==> src/rtl/wave_gen_multi_if.sv <==
// Control and output bundle for the multi-channel square-wave generator.
// The controller side takes master; the generator takes slave.
interface wave_gen_multi_if #(
    parameter int N_CH  = 2,
    parameter int WIDTH = 4
);
    logic [N_CH-1:0]       en;
    logic [N_CH-1:0]       load;
    logic [N_CH*WIDTH-1:0] m_in;
    logic [N_CH*WIDTH-1:0] n_in;
    logic [N_CH-1:0]       oneshot;
    logic [N_CH-1:0]       trigger;
    logic [N_CH-1:0]       wave;
    logic [N_CH-1:0]       busy;
    logic [N_CH-1:0]       period_done;

    modport master (
        output en, load, m_in, n_in, oneshot, trigger,
        input  wave, busy, period_done
    );

    modport slave (
        input  en, load, m_in, n_in, oneshot, trigger,
        output wave, busy, period_done
    );
endinterface

==> src/rtl/wave_gen_multi.sv <==
// Multi-channel on/off waveform generator: high M ticks, low N ticks per period,
// with shadowed configuration, one-shot triggering and graceful stop.
module wave_gen_multi #(
    parameter int N_CH     = 2,
    parameter int WIDTH    = 4,
    parameter int TICK_DIV = 5
) (
    input  logic             clk,
    input  logic             reset,
    wave_gen_multi_if.slave  bus
);
    localparam int PW = (TICK_DIV > 1) ? $clog2(TICK_DIV) : 1;

    typedef enum logic [1:0] {IDLE, HIGH, LOW} state_t;

    logic [PW-1:0] presc_reg;
    logic          tick;

    assign tick = (presc_reg == PW'(TICK_DIV - 1));

    always_ff @(posedge clk or posedge reset) begin
        if (reset) begin
            presc_reg <= '0;
        end else if (tick) begin
            presc_reg <= '0;
        end else begin
            presc_reg <= presc_reg + PW'(1);
        end
    end

    generate
        for (genvar gi = 0; gi < N_CH; gi++) begin : g_ch
            logic [WIDTH-1:0] sh_m_reg, sh_n_reg, act_m_reg, act_n_reg, cnt_reg;
            logic             sh_os_reg, act_os_reg, pend_reg;
            logic             wave_reg, busy_reg, done_reg;
            state_t           state_reg, start_state;
            logic             last_high, last_low, period_end, do_start;

            // A period starting now always runs from the shadow as it stood before this edge.
            assign start_state = (sh_m_reg != '0) ? HIGH :
                                 (sh_n_reg != '0) ? LOW  : IDLE;

            assign last_high  = (state_reg == HIGH) && (cnt_reg == act_m_reg - WIDTH'(1));
            assign last_low   = (state_reg == LOW)  && (cnt_reg == act_n_reg - WIDTH'(1));
            assign period_end = tick && ((last_high && (act_n_reg == '0)) || last_low);
            assign do_start   = (tick && (state_reg == IDLE) &&
                                 ((!sh_os_reg && bus.en[gi]) || pend_reg)) ||
                                (period_end && !act_os_reg && bus.en[gi]);

            always_ff @(posedge clk or posedge reset) begin
                if (reset) begin
                    sh_m_reg   <= '0;
                    sh_n_reg   <= '0;
                    sh_os_reg  <= 1'b0;
                    act_m_reg  <= '0;
                    act_n_reg  <= '0;
                    act_os_reg <= 1'b0;
                    cnt_reg    <= '0;
                    pend_reg   <= 1'b0;
                    state_reg  <= IDLE;
                    wave_reg   <= 1'b0;
                    busy_reg   <= 1'b0;
                    done_reg   <= 1'b0;
                end else begin
                    done_reg <= period_end;

                    if (bus.load[gi]) begin
                        sh_m_reg  <= bus.m_in[gi*WIDTH +: WIDTH];
                        sh_n_reg  <= bus.n_in[gi*WIDTH +: WIDTH];
                        sh_os_reg <= bus.oneshot[gi];
                    end

                    // Trigger is judged against the pre-edge shadow mode.
                    if (bus.trigger[gi] && (state_reg == IDLE) && sh_os_reg) begin
                        pend_reg <= 1'b1;
                    end

                    if (do_start) begin
                        act_m_reg  <= sh_m_reg;
                        act_n_reg  <= sh_n_reg;
                        act_os_reg <= sh_os_reg;
                        cnt_reg    <= '0;
                        pend_reg   <= 1'b0;
                        state_reg  <= start_state;
                        wave_reg   <= (start_state == HIGH);
                        busy_reg   <= (start_state != IDLE);
                    end else if (period_end) begin
                        state_reg <= IDLE;
                        wave_reg  <= 1'b0;
                        busy_reg  <= 1'b0;
                    end else if (tick) begin
                        case (state_reg)
                            HIGH: begin
                                if (last_high) begin
                                    state_reg <= LOW;
                                    cnt_reg   <= '0;
                                    wave_reg  <= 1'b0;
                                end else begin
                                    cnt_reg <= cnt_reg + WIDTH'(1);
                                end
                            end
                            LOW: begin
                                cnt_reg <= cnt_reg + WIDTH'(1);
                            end
                            default: begin
                                state_reg <= IDLE;
                            end
                        endcase
                    end
                end
            end

            assign bus.wave[gi]        = wave_reg;
            assign bus.busy[gi]        = busy_reg;
            assign bus.period_done[gi] = done_reg;
        end
    endgenerate
endmodule

==> src/flat_wrapper.sv <==
// flat-port wrapper written by rule: the top's interface ports become plain ports
module wave_gen_multi_flat 
#(
    parameter int N_CH     = 2,
    parameter int WIDTH    = 4,
    parameter int TICK_DIV = 5
)
  (clk, reset, bus_en, bus_load, bus_m_in, bus_n_in, bus_oneshot, bus_trigger, bus_wave, bus_busy, bus_period_done);
  wave_gen_multi_if #(.N_CH(N_CH), .WIDTH(WIDTH)) bus_i ();
  input  logic clk;
  input  logic reset;
  input wire logic [$bits(bus_i.en)-1:0] bus_en;
  input wire logic [$bits(bus_i.load)-1:0] bus_load;
  input wire logic [$bits(bus_i.m_in)-1:0] bus_m_in;
  input wire logic [$bits(bus_i.n_in)-1:0] bus_n_in;
  input wire logic [$bits(bus_i.oneshot)-1:0] bus_oneshot;
  input wire logic [$bits(bus_i.trigger)-1:0] bus_trigger;
  output wire logic [$bits(bus_i.wave)-1:0] bus_wave;
  output wire logic [$bits(bus_i.busy)-1:0] bus_busy;
  output wire logic [$bits(bus_i.period_done)-1:0] bus_period_done;
  assign bus_i.en = bus_en;
  assign bus_i.load = bus_load;
  assign bus_i.m_in = bus_m_in;
  assign bus_i.n_in = bus_n_in;
  assign bus_i.oneshot = bus_oneshot;
  assign bus_i.trigger = bus_trigger;
  assign bus_wave = bus_i.wave;
  assign bus_busy = bus_i.busy;
  assign bus_period_done = bus_i.period_done;
  wave_gen_multi #(.N_CH(N_CH), .WIDTH(WIDTH), .TICK_DIV(TICK_DIV)) u_core (.clk(clk), .reset(reset), .bus(bus_i));
endmodule
==> config.mk <==
export PLATFORM = sky130hd
export DESIGN_NAME = wave_gen_multi_flat
export DESIGN_NICKNAME = d
export VERILOG_FILES = /design/src/rtl/wave_gen_multi_if.sv /design/src/rtl/wave_gen_multi.sv /design/src/flat_wrapper.sv
export SDC_FILE = /design/constraint.sdc
export NUM_CORES = 1
export LEC_CHECK = 0
export CORE_MARGIN = 3
export CORE_UTILIZATION = 45
export DETAILED_ROUTE_END_ITERATION = 8
export PLACE_DENSITY = 0.78
export SETUP_SLACK_MARGIN = 0.4
export SYNTH_ARGS = -nofsm -noshare
export SYNTH_HDL_FRONTEND = slang
export SYNTH_SLANG_ARGS = --single-unit
export TNS_END_PERCENT = 50
==> constraint.sdc <==
create_clock -name clk -period 4.2 [get_ports clk]
set_clock_uncertainty 0.15 [all_clocks]
set_input_delay 0.42 -clock clk [delete_from_list [all_inputs] [get_ports clk]]
set_output_delay 0.42 -clock clk [all_outputs]
set_load 0.02 [all_outputs]
==> results of run 1 <==
==> placed cells by master (no fill, tap or decap), types with 3 or more instances in the layout <==
cell             netlist  final
dfrtp_1               59     59
nand3_1                4      4
mux2_2                34     34
nor2b_1                3      3
inv_1                 19     18
nand2_1               13     13
o211ai_1               5      5
o21ai_0                5      5
a21oi_1                6      6
and2_1                 3      3
a31oi_1                6      6
xor2_1                 7      7
nor2_1                14     14
bufinv_16              0      3
clkdlybuf4s50_1        0     31
xnor2_1               14     14
nor3_1                 9      9
ha_1                  14     14
nor4_1                 3      3
clkbuf_8               1     10
nand4_1                4      4
==> critical path: cells and delay by family, from the launching register on <==
family / cells / cell delay (ns)
muxes: 1 / 0.41
adders and majority gates: 1 / 0.30
xor gates and xnor gates: 1 / 0.14
and+or+nand+nor: 4 / 0.65
buffers and inverters: 2 / 0.15
DFF: 1 / 0.41
AOI/OAI and AO/OA: 1 / 0.51
==> layout make-up <==
type	instances	area [um^2]
multi-input combinational	182	1490
clock inverter	5	100
tap	93	116
inverter	20	75.1
fill	562	2850
clock buffer	11	141
timing repair buffer	32	318
sequential	59	1480
==> cell families after synthesis <==
logic type | Yosys count
xor+xnor | 23
flops | 59
buf+inv | 32
compound gates | 38
simple gates | 69
fa+ha+maj | 14
mux | 38
==> cell usage after synthesis, types with 5 or more instances <==
cell type / n / area [um^2]
inv_1: 19 / 71.3
xor2_1: 7 / 61.3
o21ai_0: 5 / 25.0
ha_1: 14 / 175
nand2_1: 13 / 48.8
o211ai_1: 5 / 37.5
a21oi_1: 6 / 30.0
xnor2_1: 14 / 123
mux2_2: 34 / 383
buf_4: 6 / 45.0
a31oi_1: 6 / 37.5
dfrtp_1: 59 / 1480
nor2_1: 14 / 52.6
nor3_1: 9 / 45.0
==> metrics by stage <==
stage	worst slack, ns	hold slack [ns]
global placement	1.43	0.298
finish	1.36	0.325
floorplan	1.87	0.279
global route	1.16	0.359
detailed placement	1.35	0.315
CTS	1.35	0.331
==> path summary, 6_finish.rpt <==
kind,start,endpoint,slack (ns),depth (start not counted)
min,u_core.presc_reg[0]$_DFF_PP0_,u_core.presc_reg[0]$_DFF_PP0_,0.32,1
max reg2reg,u_core.g_ch[0].act_m_reg[0]$_DFFE_PP0P_,u_core.g_ch[0].act_m_reg[0]$_DFFE_PP0P_,1.36,10
max,u_core.g_ch[0].act_m_reg[0]$_DFFE_PP0P_,u_core.g_ch[0].act_m_reg[0]$_DFFE_PP0P_,1.36,10
min in group asynchronous,reset,u_core.g_ch[0].sh_n_reg[3]$_DFFE_PP0P_,0.36,2
min reg2reg,u_core.presc_reg[0]$_DFF_PP0_,u_core.presc_reg[0]$_DFF_PP0_,0.32,1
max in group asynchronous,reset,u_core.g_ch[1].wave_reg$_DFFE_PP0P_,2.74,3
==> layer usage <==
layer / vias up / GRT usage [%]
met5: - / 0
met4: 0 / 7.98
met3: 7 / 3.13
met2: 40 / 24.3
met1: 1053 / 22.3
li1: 1030 / -
==> where the power goes <==
group	total (uW)	switching, uW	internal [uW]	leakage, uW
logic	1130	535	593	0.000783
registers	925	172	753	0.000712
clock network	624	215	408	0.000123
==> impl_metrics.tcl, run 1 <==
set metrics [dict create \
    outcome "finished clean" \
    path_max_fanout 16 \
    route.layer.met1.wl_mm 2.79 \
    core-area_mm2 0.00657 \
    wl_mm 5.73 \
    die_width_um 89.5 \
    final_nets 344 \
    path_cells "inv_1 > ha_1 > xnor2_1 > nor3_2 > nand3_2 > nand2_1 > nand2_2 > inv_2 > a21bo_1 > mux2_2" \
    criticalPathCategory "reg -> reg" \
    cts.sinks 59 \
    grtUsageTotal_pct 16.2 \
    start_util_pct 47.8 \
    hpwl_mm 4.29 \
    synthSimpleGateAreaFrac_pct 11.9 \
    final.setup.tns_ns 0 \
    syn_area_mm2 0.00314 \
    clock.fmax_mhz 352 \
    synth_edf_count 0 \
    rows 29 \
    max_cap_violations 0 \
    dr_wl_met2_mm 2.66 \
    numCtsBuffers 9 \
    synthMuxAreaShare_pct 13.8 \
    route.detailed.drc 0 \
    drv_slew 0 \
    drt-wirelength-per-cell_um 14.3 \
    crit_path_start_kind "flip-flop" \
    drive_above_1_share_pct 20.7 \
    finalCriticalPeriod_ns 2.84 \
    grt.overflow.total 0 \
    route.met3.wl_um 187 \
    num_vias 2130 \
    fin_crit_sh_pct 67.7 \
    root_buffer "clkbuf_8" \
    antenna_found_initial 0 \
    async_reset_ff_share_pct 100 \
    die_area_mm2 0.00802 \
    vias_per_cell 5.30 \
    diodes 0 \
    ios 32 \
    ys_types 54 \
    powerDensity_mw_per_mm2 721 \
    cpMaxStageDelayCell "a21bo_1" \
    cts_hold_buf 0 \
    ir_drop_v 0.000314 \
    grt_pass1_vias 2143 \
    cts_tree "yes" \
    endpoint_kind "flip-flop" \
    max_stage_delay_ns 0.51 \
    syn_nets 313 \
    synth-compound-area-share_pct 8.69 \
    gp_congestion 0.840 \
    cts_setup_buffers 0 \
    synth_top_flop_cell "dfrtp_1" \
    dieHeight_um 89.5 \
    worst_hold_path_type "reg -> reg" \
    placed_cell_area_mm2 0.00347 \
    rsz0062_at_grt "false" \
    grt_start_max_net_pins 34 \
    synth_top_family_by_area "multiplexers" \
    final_area_mm2 0.00371 \
    post-route-util_pct 56.5 \
    area.growth.synth_to_final_pct 18.2 \
    synth_seq_area_share_pct 47.0 \
    placed_cells 386 \
    p_leak_uw 0.00162 \
    synth_cells 273 \
    cp.required_ns 4.26 \
    avgSynthCellArea_um2 11.5 \
    synth_seq_cells 59 \
    synthAdderAreaFrac_pct 5.58 \
    insertion_delay_ns 0.33 \
    first_iter_violations 212 \
    maxSlewHeadroom_pct 36.6 \
    yosys.area_share.xor_xnor_pct 7.37 \
    arrival_ns 2.91 \
    htree_levels 3 \
    cts_resized 0 \
    worst_slew_pin_slew_ns 0.948 \
    highest_layer "met4" \
    port_buffers 31 \
    grt_pass1_wl_mm 9.90 \
    stdcell_count 402 \
    power.total_uw 2680 \
    firstDrtPassIters 4 \
    setup_viol 0 \
    antenna_left 0 \
    yosysWarnings 0 \
    cts.clk_slew.worst_paths_ns 0.06 \
    hold_violations 0 \
    cts_buffer_depth 2 \
]
Note: power is estimated with default switching activity, not from simulation.
==> run 2, diff against run 1 <==
--- a/config.mk
+++ b/config.mk
@@ -8,7 +8,7 @@
 export CORE_MARGIN = 3
 export CORE_UTILIZATION = 45
 export DETAILED_ROUTE_END_ITERATION = 8
-export PLACE_DENSITY = 0.78
+export PLACE_DENSITY = 0.8
 export SETUP_SLACK_MARGIN = 0.4
 export SYNTH_ARGS = -nofsm -noshare
 export SYNTH_HDL_FRONTEND = slang
==> constraint.sdc (replaced) <==
create_clock -name clk -period 2.3 [get_ports clk]
set_clock_uncertainty 0.15 [all_clocks]
set_input_delay 0.23 -clock clk [delete_from_list [all_inputs] [get_ports clk]]
set_output_delay 0.23 -clock clk [all_outputs]
set_load 0.02 [all_outputs]
==> impl_metrics.tcl, run 2 (same netlist as run 1, synthesis figures left out) <==
set metrics [dict create \
    die_width_um 89.5 \
    port_buffers 31 \
    post-route-util_pct 69.3 \
    firstDrtPassIters 4 \
    drt-wirelength-per-cell_um 19.3 \
    vias_per_cell 5.65 \
    hold_violations 0 \
    stdcell_count 451 \
    rows 29 \
    outcome "finished with violations" \
    grt_pass1_wl_mm 12.8 \
    rsz0062_at_grt "true" \
    final_nets 394 \
    hpwl_mm 4.82 \
    ir_drop_v 0.000861 \
    drv_slew 0 \
    die_area_mm2 0.00802 \
    maxSlewHeadroom_pct 59.2 \
    whs_ns 0.114 \
    endpoint_kind "flip-flop" \
    dieHeight_um 89.5 \
    worst_slew_pin_slew_ns 0.606 \
    antenna_left 0 \
    grt_pass1_vias 2563 \
    area.growth.synth_to_final_pct 44.9 \
    final_common_cell "dfrtp_1" \
    power.total_uw 6810 \
    core-area_mm2 0.00657 \
    finalCriticalPeriod_ns 2.51 \
    arrival_ns 2.59 \
    start_util_pct 47.8 \
    fin_crit_sh_pct 109 \
    diodes 0 \
    cts.sinks 59 \
    cts.clk_slew.worst_paths_ns 0.07 \
    path_max_fanout 7 \
    criticalPathCategory "reg -> reg" \
    numCtsBuffers 9 \
    worst_hold_path_type "in -> async" \
    p_leak_uw 0.00203 \
    max_cap_violations 0 \
    violations "negative setup slack" \
    most-common-layout-cells "57 x dfrtp_1, 34 x buf_4, 31 x clkdlybuf4s50_1" \
    grt.overflow.total 0 \
    cts_buffer_depth 2 \
    cp.required_ns 2.38 \
    crit_path_start_kind "flip-flop" \
    drive_above_1_share_pct 44.7 \
    antenna_found_initial 0 \
    gp_congestion 0.885 \
    num_vias 2546 \
    placed_cells 409 \
    grt_start_max_net_pins 60 \
    htree_levels 3 \
    grtUsageTotal_pct 21.4 \
    cts_hold_buf 0 \
    first_iter_violations 211 \
    clock.fmax_mhz 399 \
    ios 32 \
    setup_viol 18 \
    route.detailed.drc 0 \
    wl_mm 8.69 \
    powerDensity_mw_per_mm2 1500 \
    root_buffer "clkbuf_8" \
    insertion_delay_ns 0.35 \
    setup_ws_ns -0.208 \
    cts_tree "yes" \
]
==> run 2: changes by cell type in the layout (fill, tap and decap cells not counted), sizes merged <==
cell      delta
buf         +50
clkinv       -2
clkinvlp     +1
==> run 2: per-stage QoR <==
| stage | setup TNS (ns) | setup WS (ns) | cell area (um^2) |
|---|---|---|---|
| after floorplan | -0.0527 | -0.0264 | 3180 |
| after global placement | -0.0285 | -0.00759 | 3690 |
| after detailed placement | -0.424 | -0.0819 | 3690 |
| after CTS | -0.213 | -0.0454 | 4360 |
| after global routing | -5.58 | -0.303 | 4550 |
| final | -2.58 | -0.208 | 4550 |
==> run 2: report_power, final <==
part           internal (uW)  leakage, uW  switching, uW
Combinational           2180      0.00120           1670
Sequential              1380     0.000709            368
Clock                    773     0.000122            435
==> run 2: final cells by class <==
| cell class | count | area, um^2 |
|---|---|---|
| clock buffers | 11 | 151 |
| clock inverters | 4 | 97.6 |
| fillers | 412 | 2020 |
| inverters | 20 | 75.1 |
| multi-input cells | 182 | 1830 |
| flip-flops and latches | 59 | 1480 |
| well taps | 93 | 116 |
| repair buffers | 82 | 800 |
==> run 2: critical path, stage by stage, from the launching register on <==
cell     delay [ns]
dfrtp_1        0.41
inv_1          0.10
ha_2           0.21
xor3_1         0.28
nor3_2         0.27
nand3_2        0.14
nand2_2        0.10
nand2_2        0.06
inv_2          0.06
a21bo_1        0.16
buf_6          0.16
mux2_4         0.31
==> run 2: layer usage <==
metal | GRT usage (%) | wire length [um] | vias to the layer above
met3 | 4.79 | 452 | 31
met1 | 28.6 | 3660 | 1288
met4 | 7.31 | 314 | 0
met2 | 34.3 | 4260 | 104
li1 | - | - | 1123
met5 | 0 | 0 | -
==> run 2: worst paths after layout <==
kind	start	end	slack, ns	cells after the start
max	u_core.g_ch[0].act_m_reg[0]$_DFFE_PP0P_	u_core.g_ch[0].act_m_reg[1]$_DFFE_PP0P_	-0.21	11
min	reset	u_core.g_ch[1].sh_m_reg[1]$_DFFE_PP0P_	0.11	3
max reg2reg	u_core.g_ch[0].act_m_reg[0]$_DFFE_PP0P_	u_core.g_ch[0].act_m_reg[1]$_DFFE_PP0P_	-0.21	11
min reg2reg	u_core.g_ch[1].wave_reg$_DFFE_PP0P_	u_core.g_ch[1].wave_reg$_DFFE_PP0P_	0.35	1
max in group asynchronous	reset	u_core.g_ch[0].act_m_reg[2]$_DFFE_PP0P_	1.62	3
min in group clk	bus_m_in[4]	u_core.g_ch[1].sh_m_reg[0]$_DFFE_PP0P_	0.34	2
==> run 2: repair_timing <==
action	CTS	global route
gates cloned	1	0
gates resized for setup	60	24
buffers inserted	15	11
pin swaps	31	33
setup endpoints to repair	36	37
==> run 3, diff against run 2 <==
--- a/config.mk
+++ b/config.mk
@@ -6,9 +6,9 @@
 export NUM_CORES = 1
 export LEC_CHECK = 0
 export CORE_MARGIN = 3
-export CORE_UTILIZATION = 45
+export CORE_UTILIZATION = 51
 export DETAILED_ROUTE_END_ITERATION = 8
-export PLACE_DENSITY = 0.8
+export PLACE_DENSITY = 0.88
 export SETUP_SLACK_MARGIN = 0.4
 export SYNTH_ARGS = -nofsm -noshare
 export SYNTH_HDL_FRONTEND = slang
==> impl_metrics.tcl, run 3 (same netlist as run 1, synthesis figures left out) <==
set metrics [dict create \
    outcome "finished with violations" \
    violations "negative setup slack" \
    vias_per_cell 6.28 \
    endpoint_kind "flip-flop" \
    criticalPathCategory "reg -> reg" \
    cts_tree "yes" \
    crit_path_start_kind "flip-flop" \
    finalCriticalPeriod_ns 2.49 \
    drv_slew 0 \
    cts.sinks 59 \
    grt_pass1_wl_mm 13.8 \
    path_max_fanout 6 \
    worst_slew_pin_slew_ns 0.667 \
    cpMaxStageDelayCell "dfrtp_1" \
    insertion_delay_ns 0.35 \
    diodes 0 \
    r2r_start "u_core.g_ch[0].act_n_reg[0]$_DFFE_PP0P_" \
    grt.overflow.total 0 \
    stdcell_count 435 \
    placed_cells 386 \
    rows 27 \
    numCtsBuffers 9 \
    final_nets 398 \
    fin_crit_sh_pct 108 \
    placed_cell_area_mm2 0.00364 \
    setup_ws_ns -0.194 \
    rsz0062_at_grt "true" \
    cts_buffer_depth 2 \
    power.total_uw 6820 \
    die_area_mm2 0.00714 \
    antenna_left 0 \
    hpwl_mm 4.54 \
    arrival_ns 2.57 \
    switching_share_pct 38.3 \
    die_width_um 84.5 \
    grt_start_max_net_pins 60 \
    maxSlewHeadroom_pct 55.1 \
    port_buffers 31 \
    ios 32 \
    drive_above_1_share_pct 47.9 \
    route.detailed.drc 0 \
    setup_viol 18 \
    seq_power_share_pct 26.1 \
    most-common-layout-cells "57 x dfrtp_1, 43 x buf_4, 31 x clkdlybuf4s50_1" \
    num_vias 2730 \
    root_buffer "clkbuf_8" \
    grt_pass1_vias 2701 \
    powerDensity_mw_per_mm2 1500 \
    gp_congestion 0.906 \
    final_area_mm2 0.00456 \
    antenna_found_initial 0 \
    r2r_end "u_core.g_ch[0].act_m_reg[1]$_DFFE_PP0P_" \
    max_stage_delay_ns 0.41 \
    start_util_pct 54.7 \
    clkPwrFrac_pct 17.2 \
    hold_violations 0 \
    cpMostUsedCell "nand2_2" \
    drt-wirelength-per-cell_um 23.3 \
    cts.clk_slew.worst_paths_ns 0.07 \
    cp.required_ns 2.38 \
    htree_levels 3 \
    clock.fmax_mhz 401 \
    p_int_uw 4210 \
    ir_drop_v 0.000772 \
    max_cap_violations 0 \
    core-area_mm2 0.00574 \
    p_sw_uw 2610 \
    first_iter_violations 280 \
    final_common_cell "dfrtp_1" \
    regToRegSetupSlack_ns -0.19 \
    worst_hold_path_type "in -> async" \
    wl_mm 10.1 \
    area.growth.synth_to_final_pct 45.3 \
    firstDrtPassIters 7 \
    p_leak_uw 0.00202 \
    final.setup.tns_ns -2.40 \
    reg2regPathDepth 10 \
    grtUsageTotal_pct 24.9 \
    dieHeight_um 84.5 \
    pwr-share-comb_pct 56.8 \
    path_cells "buf_4 > xor2_1 > o211ai_1 > a2111o_1 > nand2_2 > nand2_2 > inv_2 > a21bo_1 > buf_6 > mux2_4" \
]
run 3: cell count changes in the layout (fill, tap and decap cells not counted), sizes merged:
cell | previous run | this run
buf | 51 | 54
clkinv | 0 | 2
clkbuf | 11 | 12
clkinvlp | 1 | 0
run 3: area by class of cell:
type,count,area [um^2]
clock buffer,11,141
timing repair buffer,86,800
clock inverter,5,100
inverter,20,75.1
multi-input combinational,182,1880
fill,306,1180
tap,72,90.1
sequential,59,1480
run 3: power groups by stage:
stage	logic [uW]	registers (uW)	clock network (uW)
after global routing	4080	1810	1230
after global placement	2300	1660	0
after detailed placement	2380	1680	0
after floorplan	1860	1610	0
after CTS	3160	1690	1160
final	3870	1780	1170
run 3: worst max-delay path by stage:
| stage | startpoint | end |
|---|---|---|
| finish | u_core.g_ch[0].act_n_reg[0]$_DFFE_PP0P_ | u_core.g_ch[0].act_m_reg[1]$_DFFE_PP0P_ |
| global route | u_core.g_ch[0].act_n_reg[0]$_DFFE_PP0P_ | u_core.g_ch[0].act_m_reg[1]$_DFFE_PP0P_ |
| CTS | u_core.g_ch[0].act_n_reg[1]$_DFFE_PP0P_ | u_core.g_ch[0].act_m_reg[0]$_DFFE_PP0P_ |
| detailed placement | u_core.g_ch[0].act_n_reg[0]$_DFFE_PP0P_ | u_core.g_ch[0].act_m_reg[0]$_DFFE_PP0P_ |
| global placement | u_core.g_ch[0].act_n_reg[0]$_DFFE_PP0P_ | u_core.g_ch[0].act_m_reg[2]$_DFFE_PP0P_ |
| floorplan | u_core.g_ch[0].act_n_reg[0]$_DFFE_PP0P_ | u_core.g_ch[0].act_m_reg[3]$_DFFE_PP0P_ |
run 3: per-layer routing:
metal	up-vias	GRT usage [%]	share of wire [%]
met1	1379	31.3	40
met5	-	0	0
met4	0	12.4	5.3
li1	1135	-	-
met3	55	5.30	6.2
met2	161	40.7	49
run 3: critical path: cells and delay by family (launching register included):
family | cells | cell delay, ns
AOI/OAI and AO/OA | 3 | 0.72
xor gates and xnor gates | 1 | 0.25
buffers and inverters | 3 | 0.36
DFF | 1 | 0.41
muxes | 1 | 0.31
and+or+nand+nor | 2 | 0.16
run 3: through the flow:
step | util (%) | setup WS (ns) | hold slack [ns]
floorplan | - | -0.0264 | 0.225
global placement | 63.5 | -0.0368 | 0.308
detailed placement | 63.5 | -0.0981 | 0.308
CTS | 75.1 | 0.0417 | 0.121
global route | 79.4 | -0.245 | 0.141
finish | 79.4 | -0.194 | 0.0994
run 3: what timing repair did:
item	4_1_cts	5_1_grt
endpoints found under the hold margin	0	0
hold buffers	0	0
pin swaps	21	28
buffers inserted	26	6
gates cloned	1	0
endpoints found under the setup margin	36	37
gates resized for setup	44	46
==> RTL change, RTL diff (config.mk and constraints of run 2) <==
Make the reset (`reset`) synchronous in 2 clocked blocks.
--- a/src/rtl/wave_gen_multi.sv
+++ b/src/rtl/wave_gen_multi.sv
@@ -20,3 +20,3 @@
 
-    always_ff @(posedge clk or posedge reset) begin
+    always_ff @(posedge clk) begin
         if (reset) begin
@@ -49,3 +49,3 @@
 
-            always_ff @(posedge clk or posedge reset) begin
+            always_ff @(posedge clk) begin
                 if (reset) begin
Function: differs if reset is asserted again (counterexample within 10 cycles, from zero or initial values and one cycle with reset high); with reset held inactive, the same outputs for 10 cycles.
==> RTL change against run 2 <==
- final area down 13%
- first-iteration DRC count down 35%
- sequential cell count unchanged
- routed wire length down 24%
- setup slack better by 0.22 ns
- area after synthesis down 4.1%
Power is not compared: it rests on default switching activity, and its combinational part moved more than twofold at a synthesized area within 25%.
==> RTL change: results (changes against run 2) <==
stage,metric,value,unit,change
run_status,status,completed,,
global_route,grt.met1_usage,22.1,%,-6.5 points
global_route,first_global_vias,2323,,-9.4%
drt,drt-initial-drc-count,138,,-35%
synthesis,synth.top_cells.by_area,"sky130_fd_sc_hd__dfxtp_1 (39%), sky130_fd_sc_hd__mux2i_1 (13%), sky130_fd_sc_hd__nor2_1 (6.2%)",,
worst_setup_path,worst_ep_arrival_time,2.38,ns,-0.21 ns
final_layout,layout-drive-gt1-share,26.7,%,-18 points
synthesis,share_of_synthesized_area_occupied_by_flip_flops_and_latches,39.2,%,-7.8 points
drt,routedLengthMet1,3000,um,-18%
synthesis,ys_async_sr_fraction,0,%,-100 points
global_route,grt_pass1_wl,10500,um,-18%
drt,routed-wl-met3,360,um,-20%
final_layout,num-nets-final,411,,+4.3%
worst_hold_path,timing.hold.worst.class,input port to register,,
worst_setup_path,worst-r2r-setup-slack,0.01,ns,+0.22 ns
place,dp.final_hpwl,4470,um,-7.1%
synthesis,synth.net_count,356,,+14%
worst_setup_path,cell_depth_of_the_worst_flop_to_flop_path,8,,-3
drt,dr_wl_cell,14.6,um,-24%
drt,met2_wire_length,3050,um,-28%
worst_setup_path,crit-reg2reg-launch,u_core.presc_reg[1],,
clocking,cts.repair_timing.setup_buffer_count,12,,-3
synthesis,post_synth_most_frequent_cells,"sky130_fd_sc_hd__dfxtp_1 (59), sky130_fd_sc_hd__nor2_1 (50), sky130_fd_sc_hd__mux2i_1 (38), sky130_fd_sc_hd__inv_1 (16)",,
global_route,met3_track_utilization_from_global_routing,4.99,%,+0.19 points
global_route,pin_count_of_the_biggest_net_entering_global_routing,38,,-37%
## RTL change: power groups by stage
stage                     clock network [mW]  logic, mW  registers, mW
after floorplan                            0      0.113           1.09
after global placement                     0      0.180           1.10
after detailed placement                   0      0.184           1.10
after CTS                              0.982      0.190           1.07
after global routing                    1.02      0.214           1.08
final                                  0.968      0.194           1.07
## RTL change: per-stage QoR
step / hold slack (ns) / instance area, um2 / std cells / utilization [%] / worst slack [ns]
global placement: 0.274 / 3500 / 420 / 54.5 / 0.0997
floorplan: 0.228 / 3110 / 316 / - / 0.197
finish: 0.251 / 3980 / 452 / 61.9 / 0.00957
detailed placement: 0.284 / 3500 / 420 / 54.5 / 0.0472
CTS: 0.239 / 3850 / 447 / 59.9 / 0.150
global route: 0.278 / 3980 / 452 / 61.9 / -0.0832
## RTL change: logic make-up (layout without fill, tap and decap cells)
group           count (synthesis)  after routing  share of synthesized area, %
flops                          59             59                          39.2
mux                            39             39                          13.0
buf+inv                        33             92                          5.15
simple gates                  110            110                          19.1
compound gates                 34             34                          8.43
xor+xnor                       27             27                          9.26
fa+ha+maj                      14             14                          5.81
## RTL change: worst max-delay path, cell delays in order, from the launching register on
cell and delay [ns]:
sky130_fd_sc_hd__dfxtp_2 0.32, sky130_fd_sc_hd__inv_2 0.06, sky130_fd_sc_hd__ha_4 0.13, sky130_fd_sc_hd__and2_4 0.17, sky130_fd_sc_hd__nand3b_1 0.17, sky130_fd_sc_hd__o41ai_4 0.44
sky130_fd_sc_hd__nor2_2 0.12, sky130_fd_sc_hd__or3b_1 0.38, sky130_fd_sc_hd__a311oi_1 0.25
## RTL change: final cells by class
type	count	area [um2]
timing repair buffer	61	536
clock buffer	11	151
clock inverter	4	50.0
inverter	16	62.6
multi-input combinational	224	1880
sequential	59	1200
tap	77	96.3
fill	496	2450
